[src/rtl/match_sequencer.sv]
// -----------------------------------------------------------------------------
// match_sequencer
//
// Sequencing controller for a brute-force string matcher. It walks a pattern
// ROM and a text ROM (both synchronous read, one cycle of latency) through
// every alignment of the pattern against the text. It compares one character
// pair per FETCH/CMP step and counts complete, possibly overlapping,
// occurrences. It also records the text index of the first occurrence.
//
// Optional feature macro:
//   FIRST_MATCH_STOP_EN - when defined, the search ends at the first complete
//                         match, so count never exceeds 1.
//
// Ports:
//   clk        in   single clock, rising edge
//   rst        in   synchronous, active-low reset
//   start      in   one-cycle search request, honoured only when idle
//   pat_addr   out  pattern ROM address (registered)
//   pat_data   in   pattern ROM data, valid the cycle after pat_addr
//   txt_addr   out  text ROM address (registered)
//   txt_data   in   text ROM data, valid the cycle after txt_addr
//   busy       out  search in progress
//   done       out  one-cycle pulse at the end of a search
//   count      out  number of complete matches (saturating)
//   found      out  at least one match in the last search
//   first_pos  out  text index of the first match, 0 when none
// -----------------------------------------------------------------------------
module match_sequencer #(
    parameter int TEXT_LEN = 56,
    parameter int PAT_LEN  = 4,
    parameter int TAW      = 8,
    parameter int PAW      = 3,
    parameter int CW       = 8
) (
    input  logic           clk,
    input  logic           rst,
    input  logic           start,
    output logic [PAW-1:0] pat_addr,
    input  logic [7:0]     pat_data,
    output logic [TAW-1:0] txt_addr,
    input  logic [7:0]     txt_data,
    output logic           busy,
    output logic           done,
    output logic [CW-1:0]  count,
    output logic           found,
    output logic [CW-1:0]  first_pos
);

    typedef enum logic [1:0] {
        ST_IDLE  = 2'd0,
        ST_FETCH = 2'd1,
        ST_CMP   = 2'd2,
        ST_DONE  = 2'd3
    } state_t;

    // A pattern longer than the text has no alignment at all.
    localparam bit             NO_ALIGN    = (PAT_LEN > TEXT_LEN);
    localparam int             LAST_BASE_I = NO_ALIGN ? 0 : (TEXT_LEN - PAT_LEN);
    localparam logic [TAW-1:0] LAST_BASE   = LAST_BASE_I[TAW-1:0];
    localparam int             LAST_IDX_I  = (PAT_LEN > 0) ? (PAT_LEN - 1) : 0;
    localparam logic [PAW-1:0] LAST_IDX    = LAST_IDX_I[PAW-1:0];
    localparam logic [CW-1:0]  COUNT_MAX   = {CW{1'b1}};
    localparam logic [CW-1:0]  CW_ONE      = {{(CW-1){1'b0}}, 1'b1};
    localparam logic [TAW-1:0] TAW_ONE     = {{(TAW-1){1'b0}}, 1'b1};
    localparam logic [PAW-1:0] PAW_ONE     = {{(PAW-1){1'b0}}, 1'b1};

`ifdef FIRST_MATCH_STOP_EN
    localparam bit STOP_ON_MATCH = 1'b1;
`else
    localparam bit STOP_ON_MATCH = 1'b0;
`endif

    state_t         state_r,     state_s;
    logic [TAW-1:0] base_r,      base_s;
    logic [PAW-1:0] idx_r,       idx_s;
    logic [CW-1:0]  count_r,     count_s;
    logic           found_r,     found_s;
    logic [CW-1:0]  first_pos_r, first_pos_s;
    logic [PAW-1:0] pat_addr_r;
    logic [TAW-1:0] txt_addr_r,  txt_addr_s;
    logic           busy_r,      busy_s;
    logic           done_r,      done_s;

    logic           char_eq_s;
    logic           last_idx_s;
    logic           last_base_s;
    logic           full_match_s;

    assign char_eq_s    = (txt_data == pat_data);
    assign last_idx_s   = (idx_r == LAST_IDX);
    assign last_base_s  = (base_r == LAST_BASE);
    assign full_match_s = char_eq_s && last_idx_s;

    // State register.
    always_ff @(posedge clk) begin
        if (!rst) begin
            state_r <= ST_IDLE;
        end else begin
            state_r <= state_s;
        end
    end

    // Next-state logic.
    always_comb begin
        state_s = state_r;
        case (state_r)
            ST_IDLE: begin
                if (start) begin
                    if (NO_ALIGN) begin
                        state_s = ST_DONE;
                    end else begin
                        state_s = ST_FETCH;
                    end
                end else begin
                    state_s = ST_IDLE;
                end
            end
            ST_FETCH: begin
                state_s = ST_CMP;
            end
            ST_CMP: begin
                if (char_eq_s && !last_idx_s) begin
                    state_s = ST_FETCH;
                end else if (full_match_s && STOP_ON_MATCH) begin
                    state_s = ST_DONE;
                end else if (last_base_s) begin
                    state_s = ST_DONE;
                end else begin
                    state_s = ST_FETCH;
                end
            end
            ST_DONE: begin
                state_s = ST_IDLE;
            end
            default: begin
                state_s = ST_IDLE;
            end
        endcase
    end

    // Datapath next values: alignment, pattern index and search results.
    always_comb begin
        base_s      = base_r;
        idx_s       = idx_r;
        count_s     = count_r;
        found_s     = found_r;
        first_pos_s = first_pos_r;
        case (state_r)
            ST_IDLE: begin
                if (start) begin
                    base_s      = {TAW{1'b0}};
                    idx_s       = {PAW{1'b0}};
                    count_s     = {CW{1'b0}};
                    found_s     = 1'b0;
                    first_pos_s = {CW{1'b0}};
                end else begin
                    base_s = base_r;
                end
            end
            ST_CMP: begin
                if (char_eq_s && !last_idx_s) begin
                    idx_s = idx_r + PAW_ONE;
                end else begin
                    if (full_match_s) begin
                        if (count_r != COUNT_MAX) begin
                            count_s = count_r + CW_ONE;
                        end else begin
                            count_s = count_r;
                        end
                        if (!found_r) begin
                            found_s     = 1'b1;
                            first_pos_s = CW'(base_r);
                        end else begin
                            found_s = found_r;
                        end
                    end else begin
                        count_s = count_r;
                    end
                    // On the way to DONE base/idx hold, so the addresses never
                    // run past the last alignment.
                    if (!(full_match_s && STOP_ON_MATCH) && !last_base_s) begin
                        base_s = base_r + TAW_ONE;
                        idx_s  = {PAW{1'b0}};
                    end else begin
                        base_s = base_r;
                    end
                end
            end
            default: begin
                base_s = base_r;
            end
        endcase
    end

    // Address generation: the registered addresses follow base and idx.
    always_comb begin
        txt_addr_s = base_s + TAW'(idx_s);
    end

    // Status outputs derived from the current state; registered below, so
    // they appear one cycle after the state is entered.
    always_comb begin
        busy_s = 1'b0;
        done_s = 1'b0;
        case (state_r)
            ST_FETCH: busy_s = 1'b1;
            ST_CMP:   busy_s = 1'b1;
            ST_DONE:  done_s = 1'b1;
            default: begin
                busy_s = 1'b0;
                done_s = 1'b0;
            end
        endcase
    end

    // Datapath, address and status registers.
    always_ff @(posedge clk) begin
        if (!rst) begin
            base_r      <= {TAW{1'b0}};
            idx_r       <= {PAW{1'b0}};
            count_r     <= {CW{1'b0}};
            found_r     <= 1'b0;
            first_pos_r <= {CW{1'b0}};
            pat_addr_r  <= {PAW{1'b0}};
            txt_addr_r  <= {TAW{1'b0}};
            busy_r      <= 1'b0;
            done_r      <= 1'b0;
        end else begin
            base_r      <= base_s;
            idx_r       <= idx_s;
            count_r     <= count_s;
            found_r     <= found_s;
            first_pos_r <= first_pos_s;
            pat_addr_r  <= idx_s;
            txt_addr_r  <= txt_addr_s;
            busy_r      <= busy_s;
            done_r      <= done_s;
        end
    end

    assign pat_addr  = pat_addr_r;
    assign txt_addr  = txt_addr_r;
    assign busy      = busy_r;
    assign done      = done_r;
    assign count     = count_r;
    assign found     = found_r;
    assign first_pos = first_pos_r;

endmodule

[config.mk]
export PLATFORM = sky130hd
export DESIGN_NAME = match_sequencer
export DESIGN_NICKNAME = d
export VERILOG_FILES = /design/src/rtl/match_sequencer.sv
export SDC_FILE = /design/constraint.sdc
export NUM_CORES = 1
export LEC_CHECK = 0
export ABC_AREA = 1
export CORE_AREA = 2 2 68 70
export CTS_CLUSTER_SIZE = 16
export DETAILED_ROUTE_END_ITERATION = 10
export DIE_AREA = 0 0 70 72
export PLACE_DENSITY = 0.83
export SLEW_MARGIN = 0
export SYNTH_ARGS = -nofsm -noshare
export SYNTH_HDL_FRONTEND = slang
export SYNTH_SLANG_ARGS = --single-unit
[constraint.sdc]
create_clock -name clk -period 7.7 [get_ports clk]
set_clock_uncertainty 0.2 [all_clocks]
set_input_delay 2.31 -clock clk [delete_from_list [all_inputs] [get_ports clk]]
set_output_delay 2.31 -clock clk [all_outputs]
set_load 0.1 [all_outputs]
# == After elaboration in Yosys (flattened, before gate mapping) ==
# Index checks and enable logic that the tools add are counted.
# classes
reduce_logical,9
n_addsub,4
mux,27
bitwise,0
eq_ne,12
shifts,0
div,0
n_lt_le_gt_ge,0
mul,0
# op_table
cell,count
8-bit 2-to-1 mux,10
8-bit one-hot mux with 2 select lines,3
"8-bit by 1-bit adder with 8-bit output, second input constant",2
"2-bit inequality test, second input constant",5
5-bit AND reduction,2
3-bit 2-to-1 mux,3
8-bit by 3-bit adder with 8-bit output,1
"8-bit by 6-bit equality test with 1-bit output, second input constant",1
8-bit equality test,1
"8-bit inequality test, second input constant",1
2-bit one-hot mux with 4 select lines,1
1-bit 2-to-1 mux,6
3-bit one-hot mux with 2 select lines,1
"2-bit equality test, second input constant",2
2-bit 2-to-1 mux,2
4-bit AND reduction,1
"3-bit by 1-bit adder with 3-bit output, second input constant",1
"3-bit by 2-bit equality test with 1-bit output, second input constant",1
"2-bit by 1-bit equality test with 1-bit output, second input constant",1
1-bit logical AND,2
2-bit logical NOT,1
1-bit one-hot mux with 2 select lines,1
2-bit nonzero test,1
2-bit OR reduction,1
1-bit logical NOT,1
# totals
ram_bits,0
output_inout_bits,30
latch_bits,0
memories,0
romBits,0
wordCells,61
reg_bits,40

# == Logic depth before layout (Yosys ltp) ==
# logic_depth
ltp_word,6
ltp_mapped,20

# == Least setup slack after synthesis ==
# Ideal clock, no wire load.
# synth_timing
kind,input -> register
start,input pat_data[6]
end,"register txt_addr_r[6], in the netlist txt_addr[6]"
n_path_buf,1
t_arrival_ns,4.185
setup_ns,0.117
path_slack_ns,3.198
cell_stages,17
t_required_ns,7.383
cell_sequence,xnor2_1 > nand2_1 > nor2_4 > nand3_2 > buf_6 > nand3_1 > nand2_1 > inv_1 > mux2i_1 > ha_1 > fa_1 > nand2_1 > nand2_1 > nand2_2 > nor2_2 > nand2_1 > a21oi_1
# synth_via
elab_chain_len,5
word_cells_on_any_way,7
classes_between,add/sub: 1; eq/ne: 1; mux: 4; reduce/logical: 1
# synth_rtl
item,line,rtl
from (decl),39,"input logic [7:0] pat_data,"
8-bit equality test,89,assign char_eq_s = (txt_data == pat_data);
1-bit logical AND,161,if (char_eq_s && !last_idx_s) begin
3-bit 2-to-1 mux,161,
3-bit one-hot mux with 2 select lines,148,case (state_r)
net idx_s[0],75,"logic [PAW-1:0] idx_r, idx_s;"
8-bit by 3-bit adder with 8-bit output,197,txt_addr_s = base_s + TAW'(idx_s);
to (signal assigned),225,txt_addr_r <= {TAW{1'b0}};
to (signal assigned),235,txt_addr_r <= txt_addr_s;
to (decl),80,"logic [TAW-1:0] txt_addr_r, txt_addr_s;"
# The timed path passes the listed nets, and every way through them passes these cells.
# A chain may end at the register's enable or synchronous reset.

# == Worst setup path in the final report ==
# layout_timing
start,input txt_data[6]
end,"register txt_addr_r[3], in the netlist txt_addr[3]"
# layout_via
elab_chain_len,5
word_cells_on_any_way,7
classes_between,add/sub: 1; eq/ne: 1; mux: 4; reduce/logical: 1
# layout_rtl
item,line,rtl
from (decl),41,"input logic [7:0] txt_data,"
8-bit equality test,89,
1-bit logical AND,161,
3-bit 2-to-1 mux,161,
3-bit one-hot mux with 2 select lines,148,
net idx_s[2],75,
8-bit by 3-bit adder with 8-bit output,197,
# The timed path passes the listed nets, and every way through them passes these cells.

==> flow_summary.ini <==
[clock_network]
clockBufferDepth = 2
ctsResizeCount = 0
clock_tree.root_cell = clkbuf_8
postCtsHoldBufs = 0
clock-sinks = 40
numCtsBuffers = 5
path_clk_slew_ns = 0.07
clk_latency_ns = 0.29
post_cts_buffers = 0
cts_tree = yes
htreeDepth = 2

[final_layout]
final_common_cell = nand2_1
layout_common_cells = nand2_1, inv_1, clkdlybuf4s50_1
n_fill_cell = 376
final_util_pct = 66.29
nNetsFinal = 398
n_antenna_cell = 0
register_area_um2 = 800.8
multi_input_area_mm2 = 0.001199
synthToLayoutAreaGrowth_pct = 24.88
drive_gt1_share_pct = 7.671

[power_and_ir_drop]
ir_drop_uv = 199.1
leakagePower_nw = 1.231
total_power_mw = 0.5329
powerDensity_mw_per_mm2 = 188.5

[sta]
setup_violations = 0
fmax_ghz = 0.2001
finalSetupTns_ns = 0
final_max_slew_viol_count = 0
worstMarginPinSlew_ns = 1.016
final.period_utilization_pct = 64.91
hold_viol = 0
rsz0062_at_grt = false
slew_headroom_pct = 32.02
layout_min_cycle_time_ns = 4.998

[logic_synthesis]
yosys_warnings = 0
ys_seq_elements = 40
syn_inst = 320
ys.flop_type = dfxtp_1
synthArstFlopShare_pct = 0
synth_edf_count = 0
syn_avg_cell_area_um2 = 7.073
yosysUniqueCellTypes = 36
syn_nets = 351
ys_seq_area_share_pct = 35.38
syn_area_mm2 = 0.002263

[detailed_routing]
viasPerCell = 5.182
vias = 2161
drc_errors = 0
drt_wl_total_um = 5310
detail_route.wl_per_cell_um = 12.73
first_pass_iters = 4
postRouteAntennaNets = 0
initialDrtViolationCount = 204

[floorplan]
fp.dieW_um = 70
die_h_um = 72
core_area_mm2 = 0.004264
io_pins = 49
fp-row-count = 24
die-area_mm2 = 0.005040
initial_core_util_pct = 53.08

[grt]
grt-ovfl-total = 0
grt_pass1_vias = 2083
grt_max_degree = 28
grt_antenna_before_repair = 0
grt_pass1_wl_um = 9018
grt.total_usage_pct = 22.09

[outcome]
status = finished, final reports clean

[critical_path]
crit_required_ns = 7.68
cp_max_fo = 11
critical_path_class = in2reg
crit_arrival_ns = 4.97
endpoint_kind = flop
start_kind = input port

[flow_run]
maxCapViolCount = 0

[placed_design]
hpwl_um = 3900
globalplace.congestion = 0.9413
io_buffers = 48

[worst_hold_path]
hold_class = reg2reg
-- Yosys cell counts (2+ instances only) --
cell	count	area (um2)
nand2_2	6	37.54
ha_1	11	137.6
clkbuf_1	2	7.510
dfxtp_1	40	800.8
inv_2	3	11.26
o211ai_1	3	22.52
buf_2	2	10.01
nand2_1	79	296.5
nor2_2	3	18.77
xor2_1	5	43.79
nor2_4	2	22.52
inv_1	51	191.4
o22ai_1	2	12.51
and2_1	2	12.51
buf_4	3	22.52
nand3_2	5	50.05
a21oi_1	25	125.1
nor3_1	2	10.01
nand4_1	8	50.05
o21ai_0	12	60.06
a211oi_1	3	22.52
nor2_1	20	75.07
xnor2_1	3	26.28
nand3_1	16	80.08
-- per-stage QoR --
step	cell area [um2]	cells	hold slack, ns	worst slack, ns
3_5_place_dp	2758	412	0.2620	2.446
5_1_grt	2826	417	0.2920	2.353
2_1_floorplan	2263	320	0.2759	3.198
3_3_place_gp	2758	412	0.2628	2.558
6_report	2826	417	0.2668	2.702
4_1_cts	2826	417	0.2743	2.714
-- final timing paths --
| check | from | end | slack (ns) | depth (start not counted) |
|---|---|---|---|---|
| setup reg to reg | state_r[1]$_SDFF_PN0_ | txt_addr[3]$_SDFF_PN0_ | 4.22 | 13 |
| hold / removal | first_pos[6]$_SDFFE_PN0P_ | first_pos[6]$_SDFFE_PN0P_ | 0.27 | 2 |
| setup / recovery | txt_data[6] | txt_addr[3]$_SDFF_PN0_ | 2.70 | 16 |
| hold reg to reg | first_pos[6]$_SDFFE_PN0P_ | first_pos[6]$_SDFFE_PN0P_ | 0.27 | 2 |
-- report_power, final --
group / leakage, nW / internal (mW) / switching [mW]
logic: 0.871 / 0.0458 / 0.135
registers: 0.324 / 0.219 / 0.00823
clock network: 0.0359 / 0.0584 / 0.0661
-- layout make-up --
class | count | share of cell area [%]
sequential | 40 | 28.33
multi-input combinational | 216 | 42.41
inverter | 56 | 7.525
clock buffer | 5 | 2.435
timing repair buffer | 48 | 17.00
tap | 52 | 2.302
-- state kept, by name, indices dropped and copies added, names as in the netlist --
name       cells
txt_addr       8
first_pos      8
found          1
base_r         8
busy           1
pat_addr       3
count          8
done           1
state_r        2
-- critical path, cell delays in order --
cell and delay [ns]:
clkdlybuf4s50_1 0.48, xnor2_1 0.12, nand2_1 0.11, nor2_4 0.19
nand3_2 0.24, nand3_1 0.16, nand2_1 0.07, inv_1 0.11
o22ai_1 0.11, ha_1 0.35, a21oi_1 0.16, inv_1 0.05
a31oi_1 0.14, inv_1 0.12, o21ai_0 0.19, a21oi_1 0.06
-- metal layers --
layer / up-vias / part of all wire [%] / track usage [%]
met1: 969 / 43 / 26.55
met3: 9 / 6.9 / 4.722
met4: 0 / 2.1 / 11.54
met2: 76 / 48 / 37.46
met5: - / 0 / 0
li1: 1107 / - / -
-- kinds of logic after synthesis --
group / Yosys count / synth area share (%)
buffers and inverters: 64 / 11.66
flip-flops: 40 / 35.38
multiplexers: 1 / 0.4423
adder cells (fa/ha/maj): 12 / 6.965
XOR/XNOR: 8 / 3.096
AND/OR/NAND/NOR: 148 / 31.23
AO/OA/AOI/OAI: 47 / 11.22
Power figures use the tool's default switching activity.
